===== src/rtl/hng_serial_acc.sv =====
// Bit-serial accumulator built around a single HNG reversible gate used as a full adder.
// Optional saturation on overflow is enabled by defining HNG_ACC_SAT_EN.

module hng_gate (
    input  logic a,
    input  logic b,
    input  logic c,
    input  logic d,
    output logic p,
    output logic q,
    output logic r,
    output logic s
);
    assign p = a;
    assign q = b;
    assign r = a ^ b ^ c;
    assign s = ((a ^ b) & c) ^ (a & b) ^ d;
endmodule

module hng_serial_acc #(
    parameter int WIDTH = 8,
    parameter int ACC_W = 16
) (
    input  logic             clk,
    input  logic             rst_n,
    input  logic             in_valid,
    output logic             in_ready,
    input  logic [WIDTH-1:0] in_data,
    input  logic             in_last,
    output logic             out_valid,
    input  logic             out_ready,
    output logic [ACC_W-1:0] out_sum,
    output logic             out_ovf,
    output logic             busy
);
    localparam int IDX_W = (ACC_W > 1) ? $clog2(ACC_W) : 1;
    localparam logic [IDX_W-1:0] LAST_IDX = IDX_W'(ACC_W - 1);

    typedef enum logic [1:0] {
        IDLE = 2'b00,
        ADD  = 2'b01,
        EMIT = 2'b10
    } state_t;

    state_t             state_r;
    state_t             state_nxt_s;
    logic [ACC_W-1:0]   acc_r;
    logic [WIDTH-1:0]   opnd_r;
    logic [ACC_W-1:0]   op_ext_s;
    logic [IDX_W-1:0]   idx_r;
    logic               carry_r;
    logic               last_r;
    logic               ovf_r;
    logic               out_valid_r;
    logic               accept_s;
    logic               last_bit_s;
    logic               gate_p_s;
    logic               gate_q_s;
    logic               gate_r_s;
    logic               gate_s_s;
    logic               unused_s;

    assign op_ext_s   = ACC_W'(opnd_r);
    assign in_ready   = (state_r == IDLE) && !out_valid_r;
    assign accept_s   = in_valid && in_ready;
    assign last_bit_s = (idx_r == LAST_IDX);
    assign out_valid  = out_valid_r;
    assign out_sum    = acc_r;
    assign out_ovf    = ovf_r;
    assign busy       = (state_r != IDLE);

    // The pass-through outputs of the gate carry no information here.
    assign unused_s   = gate_p_s ^ gate_q_s;

    hng_gate u_hng (
        .a (acc_r[idx_r]),
        .b (op_ext_s[idx_r]),
        .c (carry_r),
        .d (1'b0),
        .p (gate_p_s),
        .q (gate_q_s),
        .r (gate_r_s),
        .s (gate_s_s)
    );

    // Next-state selection.
    always_comb begin
        state_nxt_s = state_r;
        case (state_r)
            IDLE: begin
                if (accept_s) begin
                    state_nxt_s = ADD;
                end else begin
                    state_nxt_s = IDLE;
                end
            end
            ADD: begin
                if (last_bit_s) begin
                    state_nxt_s = last_r ? EMIT : IDLE;
                end else begin
                    state_nxt_s = ADD;
                end
            end
            EMIT: begin
                if (out_ready) begin
                    state_nxt_s = IDLE;
                end else begin
                    state_nxt_s = EMIT;
                end
            end
            default: state_nxt_s = IDLE;
        endcase
    end

    // State register.
    always_ff @(posedge clk or negedge rst_n) begin
        if (!rst_n) begin
            state_r <= IDLE;
        end else begin
            state_r <= state_nxt_s;
        end
    end

    // Datapath: operand capture, serial add one bit per cycle, result hand-off.
    always_ff @(posedge clk or negedge rst_n) begin
        if (!rst_n) begin
            acc_r       <= {ACC_W{1'b0}};
            opnd_r      <= {WIDTH{1'b0}};
            idx_r       <= {IDX_W{1'b0}};
            carry_r     <= 1'b0;
            last_r      <= 1'b0;
            ovf_r       <= 1'b0;
            out_valid_r <= 1'b0;
        end else begin
            case (state_r)
                IDLE: begin
                    if (accept_s) begin
                        opnd_r  <= in_data;
                        last_r  <= in_last;
                        carry_r <= 1'b0;
                        idx_r   <= {IDX_W{1'b0}};
                    end
                end
                ADD: begin
                    acc_r[idx_r] <= gate_r_s;
                    carry_r      <= gate_s_s;
                    idx_r        <= idx_r + IDX_W'(1);
                    if (last_bit_s) begin
                        ovf_r       <= ovf_r | gate_s_s;
                        out_valid_r <= last_r;
`ifdef HNG_ACC_SAT_EN
                        // Later NBA wins over the single-bit write above.
                        if (gate_s_s) begin
                            acc_r <= {ACC_W{1'b1}};
                        end
`endif
                    end
                end
                EMIT: begin
                    if (out_ready) begin
                        acc_r       <= {ACC_W{1'b0}};
                        ovf_r       <= 1'b0;
                        out_valid_r <= 1'b0;
                    end
                end
                default: begin
                    out_valid_r <= 1'b0;
                end
            endcase
        end
    end
endmodule


===== config.mk =====
export PLATFORM = sky130hd
export DESIGN_NAME = hng_serial_acc
export DESIGN_NICKNAME = d
export VERILOG_FILES = /design/src/rtl/hng_serial_acc.sv
export SDC_FILE = /design/constraint.sdc
export NUM_CORES = 1
export LEC_CHECK = 0
export ABC_CLOCK_PERIOD_IN_PS = 2820
export CAP_MARGIN = 10
export CORE_ASPECT_RATIO = 0.5
export CORE_UTILIZATION = 45
export CTS_BUF_LIST = sky130_fd_sc_hd__clkbuf_2 sky130_fd_sc_hd__clkbuf_4 sky130_fd_sc_hd__clkbuf_8
export DETAILED_ROUTE_END_ITERATION = 7
export PLACE_DENSITY = 0.69
export SLEW_MARGIN = 0
export SYNTH_ARGS = -nofsm -noshare
export SYNTH_HDL_FRONTEND = slang
export SYNTH_SLANG_ARGS = --single-unit

===== constraint.sdc =====
create_clock -name clk -period 2.82 [get_ports clk]
set_clock_uncertainty 0.15 [all_clocks]
set_input_delay 0.564 -clock clk [delete_from_list [all_inputs] [get_ports clk]]
set_output_delay 0.564 -clock clk [all_outputs]
set_load 0.05 [all_outputs]

## Yosys cells after proc, flatten, opt, wreduce, memory -nomap -nowiden

Index checks and enable logic that the tools add are counted.

| storage, ports and cells | value |
|---|---|
| flip-flop bits (word level) | 34 |
| output and inout bits | 20 |
| bits of input ports | 13 |
| logic and storage cells | 60 |

| cells by class | value |
|---|---|
| equality and inequality tests | 6 |
| add/subtract/negate cells | 1 |
| $lt $le $gt $ge | 2 |
| reductions and logical operators | 13 |
| bitwise logic cells | 7 |
| muxes and demuxes | 23 |

Operator list:

| cell | number |
|---|---|
| $pmux W16 S2 | 1 |
| $bwmux W16 | 1 |
| $mux W16 | 1 |
| $bmux W1 S4 | 2 |
| $mux W1 | 8 |
| $pmux W4 S2 | 1 |
| $mux W2 | 3 |
| $ne A2 B2 Y1 const B | 3 |
| $pmux W2 S3 | 1 |
| $reduce_and A2 Y1 | 3 |
| $reduce_and A3 Y1 | 2 |
| $reduce_bool A2 Y1 | 3 |
| $lt A4 B5 Y1 const B | 1 |
| $add A4 B1 Y4 const B | 1 |
| $demux W1 S4 | 1 |
| $eq A4 B4 Y1 const B | 1 |
| $ge A4 B1 Y1 const B | 1 |
| $mux W4 | 1 |
| $pmux W1 S2 | 2 |
| $logic_and A1 B1 Y1 | 3 |
| $pmux W1 S3 | 1 |
| $xor A1 B1 Y1 | 3 |
| $and A1 B1 Y1 | 2 |
| $eq A2 B1 Y1 const B | 1 |
| 5 further kinds | 5 |

## Logic depth before layout (Yosys ltp)

Gate-level depths: netlist of run 1.

| depth | value |
|---|---|
| depth after elaboration | 8 |
| mapped depth | 7 |
| depth with buffers taken out | 6 |

## Modules after synthesis

Synthesis of run 1 repeated with hierarchy kept, for this count alone.

| second synthesis, totals | value |
|---|---|
| cells, all modules | 175 |
| area, all modules | 1,866.8 µm² |

Modules (own cells, without submodules):

| module | times used | cells an instance | seq. area each (µm²) | area each (µm²) |
|---|---|---|---|---|
| hng_serial_acc | 1 | 167 | 850.8 | 1,808.0 |
| hng_gate | 1 | 8 | 0.0 | 58.8 |

## Worst setup path before layout of run 1

No wires, ideal clock.

| path | value |
|---|---|
| path type | reg2reg |
| start | reg idx_r[0] |
| end | reg acc_r[15] (netlist: out_sum[15]) |
| stages on the path, launching flop included | 8 |
| clock period less this slack | 2.613 ns |
| required time | 2.586 ns |
| arrival time | 2.379 ns |
| slack | 0.207 ns |
| path buffers | 1 |
| library setup time | 0.084 ns |
| path through | dfrtp_1 buf_2 mux4_2 mux2i_1 mux2_2 fa_1 or3_1 a21boi_0 |

| between the ends | value |
|---|---|
| cells in the longest elaborated chain, start to end | 6 |
| elaborated cells on any way between the ends | 13 |
| classes of those cells | order compare (2); mux (8); bitwise (2); reduce/logical (1) |

Ends and longest elaborated chain:

| what | RTL line | text |
|---|---|---|
| start, declared | 50 | `logic [IDX_W-1:0] idx_r;` |
| start signal, assigned | 129 | `idx_r <= {IDX_W{1'b0}};` |
| start signal, assigned | 141 | `idx_r <= {IDX_W{1'b0}};` |
| start signal, assigned | 147 | `idx_r <= idx_r + IDX_W'(1);` |
| $lt A4 B5 Y1 (not written as such), or another cell as far along | 145 | `acc_r[idx_r] <= gate_r_s;` |
| $logic_and A1 B1 Y1 (not written as such), or another cell as far along | 145 |  |
| $mux W1 (not written as such) or $xor A1 B1 Y1 (tied branches) | 145, 16 |  |
| $demux W1 S4 or $xor A1 B1 Y1 (tied branches) | 145, 16 |  |
| $bwmux W16 (*) | 145 |  |
| $pmux W16 S2 (*) | 135 | `case (state_r)` |
| end signal, assigned | 127 | `acc_r <= {ACC_W{1'b0}};` |
| end signal, assigned by index | 145 |  |
| end signal, assigned | 161 | `acc_r <= {ACC_W{1'b0}};` |
| end, declared | 47 | `logic [ACC_W-1:0] acc_r;` |

Mark *: on every way between the ends. The rest lies on a longest branch, timed or not. The select of a mux whose other input is x is not followed.
A chain may end at the register's enable or synchronous reset.

## Final worst setup path of run 1

| path | value |
|---|---|
| start | reg state_r[0] |
| end | out in_ready |

| between the ends | value |
|---|---|
| cells in the longest elaborated chain, start to end | 2 |

Ends and longest elaborated chain:

| what | RTL line | text |
|---|---|---|
| start, declared | 45 | `state_t state_r;` |
| start signal, assigned | 120 | `state_r <= state_nxt_s;` |
| $logic_not A2 Y1 | 64 | `assign in_ready = (state_r == IDLE) && !out_valid_r;` |
| $logic_and A1 B1 Y1 | 64 |  |
| end, declared | 27 | `output logic in_ready,` |

Every way passes these cells.

==> results of run 1 <==
==> metal layers <==
metal  GRT usage  up-vias  part of all wire
met2       0.269       45              0.41
li1            -      614                 -
met3      0.0502        5             0.054
met5           0        -                 0
met1       0.276      623              0.53
met4      0.0719        0            0.0079
==> final timing paths <==
| check | slack (ns) | endpoint | from | cells after the start |
|---|---|---|---|---|
| setup / recovery | 0.09 | in_ready | state_r[0]$_DFF_PN0_ | 3 |
| min in group asynchronous | 0.53 | out_valid$_DFFE_PN0P_ | rst_n | 2 |
| hold / removal | 0.34 | out_ovf$_DFFE_PN0P_ | out_ovf$_DFFE_PN0P_ | 1 |
| hold reg to reg | 0.34 | out_ovf$_DFFE_PN0P_ | out_ovf$_DFFE_PN0P_ | 1 |
| setup reg to reg | 0.21 | out_sum[3]$_DFFE_PN0P_ | idx_r[0]$_DFFE_PN0P_ | 7 |
| max in group asynchronous | 1.68 | out_sum[10]$_DFFE_PN0P_ | rst_n | 2 |
==> registers in the layout (all words and copies together), names as in the netlist <==
register and flops:
out_valid 1, out_sum 16, out_ovf 1, idx_r 4
state_r 2, last_r 1, carry_r 1, opnd_r 8
==> cell families (layout without fill, tap and decap cells) <==
group | after synthesis | after routing
AND/OR/NAND/NOR | 53 | 53
multiplexers | 35 | 35
flip-flops | 34 | 34
buffers and inverters | 15 | 49
AO/OA/AOI/OAI | 14 | 14
adder cells (fa/ha/maj) | 5 | 5
==> through the flow <==
step                      worst slack, ns  hold WS (ns)  std cells   util  cell area [µm²]
final                              0.0902         0.339        241  0.625             2280
after global routing              0.00974         0.372        241  0.625             2280
after CTS                          0.0872         0.345        241  0.625             2280
after detailed placement            0.217         0.329        233  0.599             2180
after global placement              0.327         0.327        233  0.599             2180
after floorplan                     0.207         0.118        156      -             1820
==> cell usage after synthesis <==
master    number
nor3b_1        2
buf_6          2
o311ai_0       1
buf_1          1
nor2_1         1
nand3_1        5
dfrtp_1       34
or4b_4         1
and4bb_2       1
inv_1          4
o41ai_1        1
ha_1           4
a21oi_1        1
nand2_1       30
mux4_2         6
or3_1          1
nor3_1         2
nand3b_1       2
clkbuf_1       6
and4b_1        1
nor4b_1        1
mux2_2         5
mux2_4         6
or2_2          2
nor4bb_1       1
fa_1           1
buf_2          2
a21boi_0       1
o21ai_0        7
or2b_1         1
mux2i_1       18
and3_1         1
nand2b_1       1
o21a_1         2
a21o_1         1
==> critical path: stages, from the launching register on <==
cell	delay [ns]
dfrtp_1	0.49
or2_2	0.35
nor2_1	0.09
clkdlybuf4s50_1	0.81
==> area by class of cell <==
type	instances	share of cell area
clock buffers	7	0.0396
clock inverters	1	0.00220
inverters	4	0.00659
multi-input cells	107	0.393
flip-flops and latches	34	0.374
well taps	51	0.0280
repair buffers	37	0.157
==> results by group, run 1 <==
Finish
  – Area grow syn2layout: 25.2%
  – Area of the multi-input gates: 895 µm²
  – Register Area: 851 µm²
  – Commonest non-fill, non-tap cell in the layout: dfrtp_1
  – Net count, final: 207
  – # diodes: 0
  – Fillers: 306
  – Most used cells in the layout excluding fill and tap cells: dfrtp_1 (34), clkdlybuf4s50_1 (32), nand2_1 (30)
  – Share of layout cells above drive strength 1: 0.179

Logic synthesis
  – Simple-gate portion of the synthesized area: 0.151
  – Adder-cell share of the synthesized area: 0.0385
  – Synth area leader: dfrtp_1
  – Largest family of logic cells by synthesized area: multiplexers
  – Sequential-to-total area share from yosys stat: 0.468
  – Avg Inst Size Synth: 11.7 µm²
  – Complex-gate fraction of the synthesized area: 0.0481
  – Post-Syn Area: 1820 µm²
  – Cells after Synth: 156
  – Netlist cell types: 35
  – Post-synth top area share: 0.468
  – Seq cells post-synth: 34
  – Synth Warn #: 0
  – Syn nets: 174
  – Mux cell area share after synthesis: 0.254
  – Synth top area cells: dfrtp_1 (47%), mux2i_1 (9.9%), mux4_2 (7.4%)
  – Post-Synth XOR/XNOR Area: 0

Clock network
  – CTS Hold Bufs: 0
  – Setup bufs post-CTS: 0
  – Clk sinks: 34
  – Clock buffer depth: 2
  – CTS Buf Count: 5
  – CTS Root Cell: clkbuf_8
  – H-tree depth: 2
  – Worst-Skew Late Latency: 0.28 ns
  – Clock Pin Slew Worst Setup and Hold Paths: 0.07 ns
  – CTS tree: done
  – Resized Gates After CTS: 0

Timing
  – Rel. slew slack: 0.654
  – RSZ-0062 raised after global routing: false
  – Worst slew pin tran: 0.512 ns
  – Post-route clock period utilization: 0.968
  – Fmax: 366 MHz
  – Max Slew Vio Count: 0
  – Hold Fails Final Rpt: 0
  – Setup_tns: 0 ns
  – Final Setup Violations: 0
  – Post-layout min period: 2.73 ns

Worst hold path
  – HP Class: reg -> reg

Run status
  – Run status: complete, no violations

Detailed routing
  – Residual DRC: 0
  – Initial DRC Count: 44
  – Drt pass-1 iters: 4
  – Avg WL per Cell: 14.8 µm
  – Via density: 5.34
  – Routed Antenna Nets: 0
  – DR vias: 1287
  – Drt total wl: 3570 µm

Place
  – Dpl hpwl: 2520 µm
  – Gpl congestion: 0.800
  – Port bufs: 32

Die
  – FP Rows: 15
  – Die W: 91.9 µm
  – Core region area: 3640 µm²
  – Initial core utilization: 0.500
  – DIE AREA: 4320 µm²
  – Top Ports: 33
  – Die height: 47.0 µm

Setup path
  – Crit path arrival time: 2.02 ns
  – Startpoint Class: register
  – CP Class: reg -> out
  – Worst EP required: 2.11 ns
  – Worst-path maximum fanout: 12
  – CP endpoint kind: primary output

GRT
  – Largest net degree at the start of global routing: 35
  – Grt ovf: 0
  – First-pass GRT wire length: 5950 µm
  – Vias in the first global route: 1167
  – GRT Util Overall: 0.188
  – Initial antenna violation count: 0

Flow run
  – Max-capacitance violation count: 0
Power of run 1 is not shown: default switching activity piles up to over one toggle a cycle in this logic, so the estimate is an artifact.
==> run 2, diff against run 1 <==
ABC_CLOCK_PERIOD_IN_PS = 3000   (was 2820)
CELL_PAD_IN_SITES_DETAIL_PLACEMENT = 0   (was default)
CELL_PAD_IN_SITES_GLOBAL_PLACEMENT = 1   (was default)
CORE_UTILIZATION = 43   (was 45)
PLACE_DENSITY = 0.78   (was 0.69)
clock period = 3 ns   (was 2.82 ns; I/O delays follow)
==> results by group, run 2 (same netlist as run 1, synthesis figures left out) <==
Clock network
  – CTS Root Cell: clkbuf_8
  – Clock buffer depth: 2
  – Setup bufs post-CTS: 0
  – Clock Pin Slew Worst Setup and Hold Paths: 0.06 ns
  – CTS Hold Bufs: 0
  – CTS tree: done
  – H-tree depth: 2
  – CTS Buf Count: 5
  – Clk sinks: 34
  – Worst-Skew Late Latency: 0.29 ns
  – Resized Gates After CTS: 0

Setup path
  – R2R cell count: 7
  – CP Class: reg -> out
  – Startpoint Class: register
  – Crit. Startpoint: state_r[0]$_DFF_PN0_
  – Crit path arrival time: 2.00 ns
  – Worst reg2reg endpoint: out_sum[3]$_DFFE_PN0P_
  – Worst-path maximum fanout: 12
  – CP endpoint kind: primary output
  – R2R Setup Slk: 0.38 ns
  – R2R Path Start: idx_r[0]$_DFFE_PN0P_
  – Worst EP required: 2.25 ns

Finish
  – Fin util: 0.568
  – Post-Layout Cell Count: 242
  – Share of layout cells above drive strength 1: 0.170
  – Net count, final: 206
  – Fillers: 363
  – Area grow syn2layout: 24.3%
  – Commonest non-fill, non-tap cell in the layout: dfrtp_1
  – # diodes: 0
  – Number of flip-flops in the largest register: 16
  – Most used cells in the layout excluding fill and tap cells: dfrtp_1 (34), clkdlybuf4s50_1 (32), nand2_1 (30)

Detailed routing
  – Via density: 5.27
  – Avg WL per Cell: 15.6 µm
  – Drt pass-1 iters: 4
  – Drt total wl: 3780 µm
  – Initial DRC Count: 59
  – DR vias: 1276
  – Residual DRC: 0
  – Routed Antenna Nets: 0

GRT
  – Met3 GRT Util: 0.0476
  – First-pass GRT wire length: 5950 µm
  – Grt ovf: 0
  – Layer with the highest usage: met1
  – GRT Util Overall: 0.184
  – Vias in the first global route: 1155
  – M2 GR Usage: 0.267
  – Met1 Resource Use GR: 0.269
  – Largest net degree at the start of global routing: 35
  – Initial antenna violation count: 0

Place
  – Gpl congestion: 0.775
  – Port bufs: 32
  – Cell count after placement: 235
  – Dpl hpwl: 2670 µm
  – Setup WS pre-CTS: 0.348 ns

Timing
  – Final Setup Violations: 0
  – Rel. slew slack: 0.559
  – Post-route clock period utilization: 0.916
  – Hold Fails Final Rpt: 0
  – PnR worst setup slack: 0.251 ns
  – Post-layout min period: 2.75 ns
  – Max Slew Vio Count: 0
  – RSZ-0062 raised after global routing: false
  – Worst slew pin tran: 0.660 ns
  – Setup_tns: 0 ns
  – Fmax: 364 MHz

Worst hold path
  – HP Class: reg -> reg
  – Hold Path Depth: 1
  – WHS Endpoint: out_ovf$_DFFE_PN0P_
  – Hold_sp: out_ovf$_DFFE_PN0P_

Die
  – Top Ports: 33
  – Die height: 48.0 µm
  – FP Rows: 16
  – DIE AREA: 4510 µm²
  – Initial core utilization: 0.457
  – Die W: 94.0 µm
  – Core region area: 3980 µm²

Flow run
  – Max-capacitance violation count: 0

Run status
  – Run status: complete, no violations
[run 2: worst max-delay path: stages, from the launching register on]
cell             delay, ns
dfrtp_1               0.48
or2_2                 0.35
nor2_1                0.08
clkdlybuf4s50_1       0.80
[run 2: area by class of cell]
type,instances,area [µm²],share of cell area
timing repair buffer,36,350,0.155
tap,54,67.6,0.0299
multi-input combinational,107,895,0.395
sequential,34,851,0.376
clock buffer,7,83.8,0.0371
inverter,4,15.0,0.00664
[run 2: worst max-delay path by stage]
stage / to / slack [ns] / depth (start not counted)
after floorplan: out_sum[15]$_DFFE_PN0P_ / 0.39 / 7
after global placement: out_sum[3]$_DFFE_PN0P_ / 0.41 / 7
after detailed placement: out_sum[3]$_DFFE_PN0P_ / 0.35 / 7
after CTS: in_ready / 0.24 / 3
after global routing: in_ready / 0.19 / 3
final: in_ready / 0.25 / 3
[run 2: metrics by stage]
step	instance area, µm²	hold WS (ns)
after global placement	2180	0.326
final	2260	0.353
after CTS	2260	0.355
after floorplan	1820	0.154
after global routing	2260	0.384
after detailed placement	2180	0.341
[run 2: metal layers]
| layer | vias to the layer above | wire [µm] |
|---|---|---|
| li1 | 615 | - |
| met1 | 618 | 1950 |
| met2 | 36 | 1610 |
| met3 | 7 | 181 |
| met4 | 0 | 42 |
| met5 | - | 0 |
Power of run 2 is left out for the same reason.
==> run 3, diff against run 2 <==
ABC_CLOCK_PERIOD_IN_PS = default   (was 3000)
==> results of run 3 <==
Same layout as run 2: the final DEF is identical, and so are final timing and power.
Power of run 3 is left out for the same reason.
